===== src/rtl/conflict_monitor_pkg.sv =====
// Shared definitions for the traffic-light conflict monitor: lamp indices,
// failsafe patterns, fault codes and controller states.
package conflict_monitor_pkg;

    localparam int MAIN_G = 6;
    localparam int MAIN_Y = 5;
    localparam int MAIN_R = 4;
    localparam int SIDE_G = 3;
    localparam int SIDE_Y = 2;
    localparam int SIDE_R = 1;
    localparam int WALK   = 0;

    localparam logic [6:0] ALL_RED = 7'b0010010;
    localparam logic [6:0] ALL_OFF = 7'b0000000;

    localparam logic [2:0] FC_NONE     = 3'd0;
    localparam logic [2:0] FC_CONFLICT = 3'd1;
    localparam logic [2:0] FC_HEAD     = 3'd2;
    localparam logic [2:0] FC_WALK     = 3'd3;
    localparam logic [2:0] FC_STUCK    = 3'd4;

    typedef enum logic [1:0] {
        MONITOR   = 2'd0,
        PENDING   = 2'd1,
        FAULT_ON  = 2'd2,
        FAULT_OFF = 2'd3
    } state_e;

endpackage


===== src/rtl/conflict_monitor_if.sv =====
// Lamp/tick/ack bundle between the traffic-light FSM side and the monitor.
interface conflict_monitor_if;

    logic       tickIn;
    logic [6:0] lightsIn;
    logic       ackIn;
    logic [6:0] lightsOut;
    logic       faultOut;
    logic [2:0] faultCode;

    modport master (
        output tickIn, lightsIn, ackIn,
        input  lightsOut, faultOut, faultCode
    );

    modport slave (
        input  tickIn, lightsIn, ackIn,
        output lightsOut, faultOut, faultCode
    );

endinterface


===== src/rtl/conflict_monitor_lamp_legality_check.sv =====
// Purely combinational lamp-vector legality check returning the
// lowest-numbered (highest-priority) violation code.
module lamp_legality_check
    import conflict_monitor_pkg::*;
(
    input  logic [6:0] lights_i,
    output logic       legal_o,
    output logic [2:0] code_o
);

    function automatic logic exactly_one(input logic g, input logic y, input logic r);
        return (g ^ y ^ r) & ~(g & y & r);
    endfunction

    logic conflict;
    logic head_bad;
    logic walk_bad;

    assign conflict = (lights_i[MAIN_G] | lights_i[MAIN_Y]) &
                      (lights_i[SIDE_G] | lights_i[SIDE_Y]);
    assign head_bad = ~exactly_one(lights_i[MAIN_G], lights_i[MAIN_Y], lights_i[MAIN_R]) |
                      ~exactly_one(lights_i[SIDE_G], lights_i[SIDE_Y], lights_i[SIDE_R]);
    assign walk_bad = lights_i[WALK] & (~lights_i[MAIN_R] | ~lights_i[SIDE_R]);

    always_comb begin
        code_o = FC_NONE;
        if (conflict)      code_o = FC_CONFLICT;
        else if (head_bad) code_o = FC_HEAD;
        else if (walk_bad) code_o = FC_WALK;
    end

    assign legal_o = ~(conflict | head_bad | walk_bad);

endmodule


===== src/rtl/conflict_monitor.sv =====
// Safety stage after the traffic-light FSM: forwards lamps with one cycle of
// latency, and latches a flashing all-red failsafe on illegal or frozen output.
module conflict_monitor
    import conflict_monitor_pkg::*;
#(
    parameter int FILTER_CYCLES   = 4,
    parameter int MAX_STUCK_TICKS = 120
) (
    input  logic               clk,
    input  logic               globalReset,
    conflict_monitor_if.slave  bus
);

    localparam int FILT_W  = $clog2(FILTER_CYCLES + 1);
    localparam int STUCK_W = $clog2(MAX_STUCK_TICKS + 1);

    localparam logic [FILT_W-1:0]  FILT_LAST  = FILT_W'(FILTER_CYCLES);
    localparam logic [FILT_W-1:0]  FILT_ONE   = FILT_W'(1);
    localparam logic [STUCK_W-1:0] STUCK_LAST = STUCK_W'(MAX_STUCK_TICKS);
    localparam logic [STUCK_W-1:0] STUCK_ONE  = STUCK_W'(1);
    localparam logic [STUCK_W-1:0] STUCK_SAT  = '1;

    state_e             state_q, state_d;
    logic [FILT_W-1:0]  filt_q, filt_d;
    logic [STUCK_W-1:0] stuck_q, stuck_d;
    logic [6:0]         last_q, last_d;
    logic [6:0]         lights_q, lights_d;
    logic               fault_q, fault_d;
    logic [2:0]         code_q, code_d;

    logic               legal;
    logic [2:0]         code;
    logic [FILT_W-1:0]  filt_inc;
    logic               combo_fire;
    logic               stuck_fire;

    // One checker serves both the violation filter and the acknowledge gate.
    lamp_legality_check u_legal (
        .lights_i (bus.lightsIn),
        .legal_o  (legal),
        .code_o   (code)
    );

    always_comb begin
        state_d    = state_q;
        filt_d     = filt_q;
        stuck_d    = stuck_q;
        last_d     = last_q;
        lights_d   = lights_q;
        fault_d    = fault_q;
        code_d     = code_q;
        filt_inc   = (state_q == PENDING) ? filt_q + FILT_ONE : FILT_ONE;
        combo_fire = 1'b0;
        stuck_fire = 1'b0;

        case (state_q)
            MONITOR, PENDING: begin
                lights_d = bus.lightsIn;
                if (bus.lightsIn != last_q) begin
                    last_d  = bus.lightsIn;
                    stuck_d = '0;
                end else if (bus.tickIn && stuck_q != STUCK_SAT) begin
                    stuck_d = stuck_q + STUCK_ONE;
                end

                if (!legal) begin
                    state_d = PENDING;
                    filt_d  = filt_inc;
                end else begin
                    state_d = MONITOR;
                    filt_d  = '0;
                end

                // The stuck watchdog acts on last cycle's count, hence one cycle late.
                combo_fire = !legal && (filt_inc == FILT_LAST);
                stuck_fire = (stuck_q >= STUCK_LAST);
                if (combo_fire || stuck_fire) begin
                    state_d  = FAULT_ON;
                    fault_d  = 1'b1;
                    code_d   = combo_fire ? code : FC_STUCK;
                    lights_d = ALL_RED;
                    filt_d   = '0;
                end
            end

            FAULT_ON, FAULT_OFF: begin
                if (bus.ackIn && legal) begin
                    state_d  = MONITOR;
                    fault_d  = 1'b0;
                    code_d   = FC_NONE;
                    stuck_d  = '0;
                    filt_d   = '0;
                    last_d   = bus.lightsIn;
                    lights_d = bus.lightsIn;
                end else if (bus.tickIn) begin
                    state_d  = (state_q == FAULT_ON) ? FAULT_OFF : FAULT_ON;
                    lights_d = (state_q == FAULT_ON) ? ALL_OFF : ALL_RED;
                end
            end

            default: begin
                state_d = MONITOR;
            end
        endcase
    end

    always_ff @(posedge clk or posedge globalReset) begin
        if (globalReset) begin
            state_q  <= MONITOR;
            filt_q   <= '0;
            stuck_q  <= '0;
            last_q   <= ALL_RED;
            lights_q <= ALL_RED;
            fault_q  <= 1'b0;
            code_q   <= FC_NONE;
        end else begin
            state_q  <= state_d;
            filt_q   <= filt_d;
            stuck_q  <= stuck_d;
            last_q   <= last_d;
            lights_q <= lights_d;
            fault_q  <= fault_d;
            code_q   <= code_d;
        end
    end

    assign bus.lightsOut = lights_q;
    assign bus.faultOut  = fault_q;
    assign bus.faultCode = code_q;

endmodule


===== src/flat_wrapper.sv =====
// flat-port wrapper written by rule: the top's interface ports become plain ports
module conflict_monitor_flat import conflict_monitor_pkg::*;
#(
    parameter int FILTER_CYCLES   = 4,
    parameter int MAX_STUCK_TICKS = 120
)
  (clk, globalReset, bus_tickIn, bus_lightsIn, bus_ackIn, bus_lightsOut, bus_faultOut, bus_faultCode);
  conflict_monitor_if bus_i ();
  input  logic clk;
  input  logic globalReset;
  input wire logic [$bits(bus_i.tickIn)-1:0] bus_tickIn;
  input wire logic [$bits(bus_i.lightsIn)-1:0] bus_lightsIn;
  input wire logic [$bits(bus_i.ackIn)-1:0] bus_ackIn;
  output wire logic [$bits(bus_i.lightsOut)-1:0] bus_lightsOut;
  output wire logic [$bits(bus_i.faultOut)-1:0] bus_faultOut;
  output wire logic [$bits(bus_i.faultCode)-1:0] bus_faultCode;
  assign bus_i.tickIn = bus_tickIn;
  assign bus_i.lightsIn = bus_lightsIn;
  assign bus_i.ackIn = bus_ackIn;
  assign bus_lightsOut = bus_i.lightsOut;
  assign bus_faultOut = bus_i.faultOut;
  assign bus_faultCode = bus_i.faultCode;
  conflict_monitor #(.FILTER_CYCLES(FILTER_CYCLES), .MAX_STUCK_TICKS(MAX_STUCK_TICKS)) u_core (.clk(clk), .globalReset(globalReset), .bus(bus_i));
endmodule

===== config.mk =====
export PLATFORM = sky130hd
export DESIGN_NAME = conflict_monitor_flat
export DESIGN_NICKNAME = d
export VERILOG_FILES = /design/src/rtl/conflict_monitor_pkg.sv /design/src/rtl/conflict_monitor_if.sv /design/src/rtl/conflict_monitor_lamp_legality_check.sv /design/src/rtl/conflict_monitor.sv /design/src/flat_wrapper.sv
export SDC_FILE = /design/constraint.sdc
export NUM_CORES = 1
export LEC_CHECK = 0
export ABC_AREA = 1
export CORE_ASPECT_RATIO = 1.4
export CORE_MARGIN = 4
export CORE_UTILIZATION = 40
export DETAILED_ROUTE_END_ITERATION = 7
export GPL_TIMING_DRIVEN = 1
export PLACE_DENSITY = 0.7
export SETUP_SLACK_MARGIN = 0.15
export SKIP_LAST_GASP = 1
export SLEW_MARGIN = 20
export SYNTH_ARGS = -nofsm -noshare
export SYNTH_HDL_FRONTEND = slang
export SYNTH_SLANG_ARGS = --single-unit
export TNS_END_PERCENT = 20

===== constraint.sdc =====
create_clock -name clk -period 1.6 [get_ports clk]
set_input_delay 0.24 -clock clk [delete_from_list [all_inputs] [get_ports clk]]
set_output_delay 0.24 -clock clk [all_outputs]
set_load 0.01 [all_outputs]

After elaboration in Yosys (flattened, before gate mapping)
Index checks and enable logic that the tools add are counted.
{"block": "classes", "n_mux": 32, "order_cmp": 1, "n_bitwise": 25, "n_addsub": 2, "n_reduce_logical": 10, "eq_ne": 11}
{"cell": "2-to-1 mux 7 bit", "n": 8}
{"cell": "case mux 7 bit (2 select lines)", "n": 3}
{"cell": "2-to-1 mux 3 bit", "n": 6}
{"cell": "2-to-1 mux 2 bit", "n": 6}
{"cell": "case mux 3 bit (2 select lines)", "n": 2}
{"cell": "AND 1 bit", "n": 8}
{"cell": "adder 7 x 1 -> 7 bit, second input constant", "n": 1}
{"cell": "greater-or-equal comparator 7 bit, second input constant", "n": 1}
{"cell": "inequality test 7 bit", "n": 1}
{"cell": "inequality test 7 bit, second input constant", "n": 1}
{"cell": "inverter 1 bit", "n": 7}
{"cell": "inequality test 2 x 1 -> 1 bit, second input constant", "n": 3}
{"cell": "OR 1 bit", "n": 6}
{"cell": "AND reduction 2 bit", "n": 3}
{"cell": "2-to-1 mux 5 bit", "n": 1}
{"cell": "== test 2 bit, second input constant", "n": 2}
{"cell": "2-to-1 mux 1 bit", "n": 4}
{"cell": "case mux 2 bit (2 select lines)", "n": 1}
{"cell": "OR reduction 2 bit", "n": 2}
{"cell": "bitwise XOR 1 bit", "n": 4}
{"cell": "adder 3 x 1 -> 3 bit, second input constant", "n": 1}
{"cell": "== test 3 bit, second input constant", "n": 1}
{"cell": "logical AND 1 bit", "n": 3}
{"cell": "inequality test 3 x 1 -> 1 bit, second input constant", "n": 1}
{"cell": "other kinds (5)", "n": 5}
{"block": "word_totals", "regBits": 30}

Logic depth before layout (Yosys ltp)
{"block": "depth", "word_depth": 12, "mapped_depth": 13}

Cells and area by module
From an unflattened synthesis, not the netlist that was laid out.
{"block": "unflattened", "cells_unflattened": 267, "hier_area_um2": 1886.8}
{"module": "conflict_monitor", "instances": 1, "seq_area_each_um2": 755.7, "cells_each": 236, "area_each_um2": 1699.1}
{"module": "lamp_legality_check", "instances": 1, "seq_area_each_um2": 0.0, "cells_each": 31, "area_each_um2": 187.7}

Worst setup path before layout
OpenSTA, ideal clock, no wires.
{"block": "synth_path", "path_kind": "input port to flip-flop", "start": "input bus_lightsIn[5]", "end": "register u_core.last_q[2]", "setup_time_ps": 119, "arrival_ps": 1521, "path_buffers": 1, "path_stages": 13, "required_ps": 1481, "path_slack_ps": -40, "path_cell_list": "inv_1 > ha_1 > nand2_1 > nand2_1 > inv_1 > nand3_2 > nor2_4 > nand3_4 > nand2_8 > nand2_4 > buf_8 > nand2_1 > o21ai_2"}
{"block": "synth_via", "elab_chain_cells": 12, "word_cells_on_any_way": 18}
{"item": "start, declared", "line_no": "flat_wrapper.sv:12", "source": "input wire logic [$bits(bus_i.lightsIn)-1:0] bus_lightsIn;"}
{"item": "AND 1 bit (2 in a row)", "line_no": "conflict_monitor_lamp_legality_check.sv:12", "source": "return (g ^ y ^ r) & ~(g & y & r);"}
{"item": "inverter 1 bit", "line_no": "conflict_monitor_lamp_legality_check.sv:12"}
{"item": "AND 1 bit", "line_no": "conflict_monitor_lamp_legality_check.sv:12"}
{"item": "inverter 1 bit", "line_no": "conflict_monitor_lamp_legality_check.sv:21", "source": "assign head_bad = ~exactly_one(lights_i[MAIN_G], lights_i[MAIN_Y], lights_i[MAIN_R]) |"}
{"item": "OR 1 bit", "line_no": "conflict_monitor_lamp_legality_check.sv:21"}
{"item": "OR 1 bit (2 in a row)", "line_no": "conflict_monitor_lamp_legality_check.sv:32", "source": "assign legal_o = ~(conflict | head_bad | walk_bad);"}
{"item": "inverter 1 bit", "line_no": "conflict_monitor_lamp_legality_check.sv:32"}
{"item": "logical AND 1 bit", "line_no": "conflict_monitor.sv:87", "source": "if (bus.ackIn && legal) begin"}
{"item": "inequality test 2 x 1 -> 1 bit (no line)"}
{"item": "AND reduction 2 bit (no line) *"}
{"item": "end signal, assigned", "line_no": "conflict_monitor.sv:120", "source": "last_q <= last_d;"}
{"item": "end, declared", "line_no": "conflict_monitor.sv:26", "source": "logic [6:0] last_q, last_d;"}
Every way passes the cells marked *; elsewhere a longest branch is shown, timed or not.
A chain may end at the register's enable or synchronous reset.

Final worst setup path
{"block": "layout_path", "start": "register u_core.stuck_q[1]", "end": "register u_core.stuck_q[4]"}
{"block": "layout_via", "elab_chain_cells": 4, "word_cells_on_any_way": 8}
{"item": "start, declared", "line_no": "conflict_monitor.sv:25", "source": "logic [STUCK_W-1:0] stuck_q, stuck_d;"}
{"item": "start signal, assigned", "line_no": "conflict_monitor.sv:119", "source": "stuck_q <= stuck_d;"}
{"item": "adder 7 x 1 -> 7 bit / inequality test 7 bit (equally long branches)", "line_no": "conflict_monitor.sv:63, conflict_monitor.sv:62"}
{"item": "2-to-1 mux 7 bit / logical AND 1 bit (equally long branches)", "line_no": "conflict_monitor.sv:62", "source": "end else if (bus.tickIn && stuck_q != STUCK_SAT) begin"}
{"item": "2-to-1 mux 7 bit / inequality test 3 x 1 -> 1 bit (equally long branches)"}
{"item": "case mux 7 bit (2 select lines) / AND reduction 2 bit (equally long branches)"}
Several ways; a longest one is shown, not always the timed one. The select of a mux whose other input is x is not followed.

==> reports/results.txt <==
Critical Path Max Stage Delay -> 360 ps
CP Depth -> 12
hold_buf cts -> 0
Top FF cell, synth -> dfrtp_1
Synth Area in Compound Gates -> 9.51%
Top Family by Delay on Critical Path -> simple AND/OR/NAND/NOR gates
hpwl dp -> 3.32 mm
Clock Latency Late Sink -> 280 ps
Synth Register Bits -> 30
total grt overflow -> 0
Worst path most repeated cell -> nand2_2
GR Util met3 -> 3.36%
CTS max path bufs -> 2
n_diodes -> 0
All-Layer GR Usage -> 19.2%
Synth async-reset ratio -> 100%
GR Layer Usage met1 -> 21.5%
vias in the first global route -> 1868
crit path to -> u_core.stuck_q[4]
H-tree lvl count -> 2
Max-cap violations -> 0
Worst VDD drop -> 805 uV
Post-Place Cell Area -> 0.00246 mm2
r2r worst-path depth -> 12
ANT nets after route -> 0
synthesized cell area -> 0.00191 mm2
synth unique cells -> 32
Synth Area in Adders -> 4.59%
drt drc -> 0
crit path time final -> 1590 ps
post-synthesis mux area share -> 0%
starting density of the core -> 41.7%
DIE WIDTH -> 66.4 um
CP Cell Sequence -> ha_2 > nand2_2 > inv_2 > nand2_4 > nor2_4 > nand2_2 > a21oi_2 > nand2_2 > nand2_8 > buf_12 > nand2_2 > o21ai_2
Clock Skew -> 1.49 ps
overall routed net length -> 5.01 mm
Synth top area share -> 34.1%
CP Launch Type -> register
via-per-instance ratio -> 4.83
reg-to-reg endpoint -> u_core.stuck_q[4]
worst-margin pin slew -> 396 ps
endpoints failing hold -> 0
largest family of logic cells by synthesized area -> simple AND/OR/NAND/NOR gates
post-synth top area cell -> dfrtp_1
die area -> 0.00595 mm2
DR WL/cell -> 13.5 um
post-route cell area -> 0.00285 mm2
largest net degree at the start of global routing -> 31
FF-to-FF Start -> u_core.stuck_q[1]
critical path buffer and inverter count -> 2
PnR Total Power -> 4.20 mW
worst-path maximum fanout -> 8
Post-synth EDFFs -> 0
nets -> 325
maximum clock rate -> 629 MHz
worst hold path class -> in2async
Leak -> 1.42 nW
first-pass GRT wire length -> 8.62 mm
CP required -> 1810 ps
count leader, synth -> nand2_1
gpl congestion -> 0.872
Critical Path Start -> u_core.stuck_q[1]
core area -> 0.00457 mm2
via count -> 1786
Die Y -> 89.7 um
area grow syn2layout -> 49.5%
sequential share of the synthesized area -> 39.6%
Simple-Gate Fraction of Synth Area -> 35.2%
Synth Area in XOR/XNOR -> 1.84%
RSZ-0062 raised after global routing -> yes
Clock Pin Slew Worst Setup and Hold Paths -> 70 ps
Crit Path Class -> reg2reg
final setup fails -> 0
CP arrival -> 1800 ps
syn nets -> 254
Yosys warnings -> 0
Root Driver -> clkbuf_8
Mean Syn Cell Area -> 8.08 um2
Setup crit end kind -> register
I/O Buffers -> 21
slowest CP cell -> dfrtp_1
fin crit share -> 99.3%
PwrDens -> 1470 mW/mm2
share of layout cells above drive strength 1 -> 43.5%
GR Layer Usage met2 -> 36.1%
largest cells by area after synthesis -> dfrtp_1 (34%), nand2_1 (14%), inv_1 (5.9%)
max-slew violation count -> 0
reg2reg setup slack -> 10 ps
total negative slack -> 0 ps
clock buffer count from CTS -> 5
# IOs -> 22
CTS tree -> yes
synthesized instance count -> 236
Num Clock Sinks -> 30
commonest cells in the netlist -> nand2_1 (70), inv_1 (30), dfrtp_1 (26)
DRT iter0 DRCs -> 105
status -> finished clean
initial antenna violation count -> 0
worst rel slew slack -> 73.6%
busiest layer in global routing -> met2
row cnt -> 29
Initial DRT Pass Iterations -> 5
-- report_power, final --
part	switching [mW]	internal, mW	total (mW)	leakage [nW]
clock network	0.296	0.664	0.960	0.0714
logic	1.10	0.913	2.01	0.974
registers	0.175	1.06	1.23	0.376
-- worst min-delay path by stage --
stage / slack [ps] / startpoint / endpoint
final: 350 / globalReset / u_core.stuck_q[6]
after detailed placement: 460 / u_core.bus.lightsOut[4] / u_core.bus.lightsOut[4]
after global routing: 380 / bus_lightsIn[6] / u_core.last_q[6]
after floorplan: 330 / globalReset / u_core.bus.faultCode[0]
after global placement: 460 / u_core.bus.lightsOut[1] / u_core.bus.lightsOut[1]
after CTS: 360 / globalReset / u_core.bus.faultCode[2]
-- per-layer routing --
metal  up-vias  part of all wire, %
met3        11                  2.9
met4         0                  2.1
met2        38                   56
met1       851                   39
li1        886                    -
met5         -                    0
-- state kept, by name (all words and copies together), names as in the netlist --
register / cells
u_core.bus.lightsOut: 7
u_core.last_q: 7
u_core.stuck_q: 7
u_core.bus.faultCode: 3
u_core.filt_q: 3
u_core.state_q: 2
u_core.bus.faultOut: 1
-- cell usage in the layout, fill, tap and decap left out, types with 11 or more instances in the layout --
cell / instances
nand2_1: 58
buf_4: 43
dfrtp_1: 26
inv_1: 22
nand2_2: 17
nand3_1: 13
clkdlybuf4s50_1: 13
o21ai_2: 11
-- cell families after synthesis --
logic type | count (synthesis)
AOI/OAI and AO/OA | 27
xor gates and xnor gates | 4
adders and majority gates | 7
buffers and inverters | 38
DFF | 30
and+or+nand+nor | 130
-- area by class of cell --
type                       instances  area [um2]
fill                             411        1720
multi-input combinational        169        1160
timing repair buffer              69         588
inverter                          32         124
clock buffer                       6        82.6
clock inverter                     2        60.1
tap                               62        77.6
sequential                        30         756
-- metrics by stage --
step                hold slack (ps)  utilization (%)  worst slack [ps]  instances
finish                          348             62.3              11.1        370
CTS                             359             61.0              7.89        367
global route                    377             62.3              -112        370
floorplan                       328                -             -11.6        236
detailed placement              462             53.9              -749        350
global placement                456             53.9              -687        350
-- tightest hold or removal path, delay by kind of cell --
family                 cells  cell delay [ps]
buffers and inverters      3              810
-- repair_timing --
| action | CTS | global route |
|---|---|---|
| setup endpoints to repair | 32 | 38 |
| gates resized for setup | 51 | 12 |
| pin swaps | 20 | 8 |
| cloned | 1 | 0 |
| buffers inserted | 8 | 3 |
No activity file was read; power rests on OpenSTA's default activity.
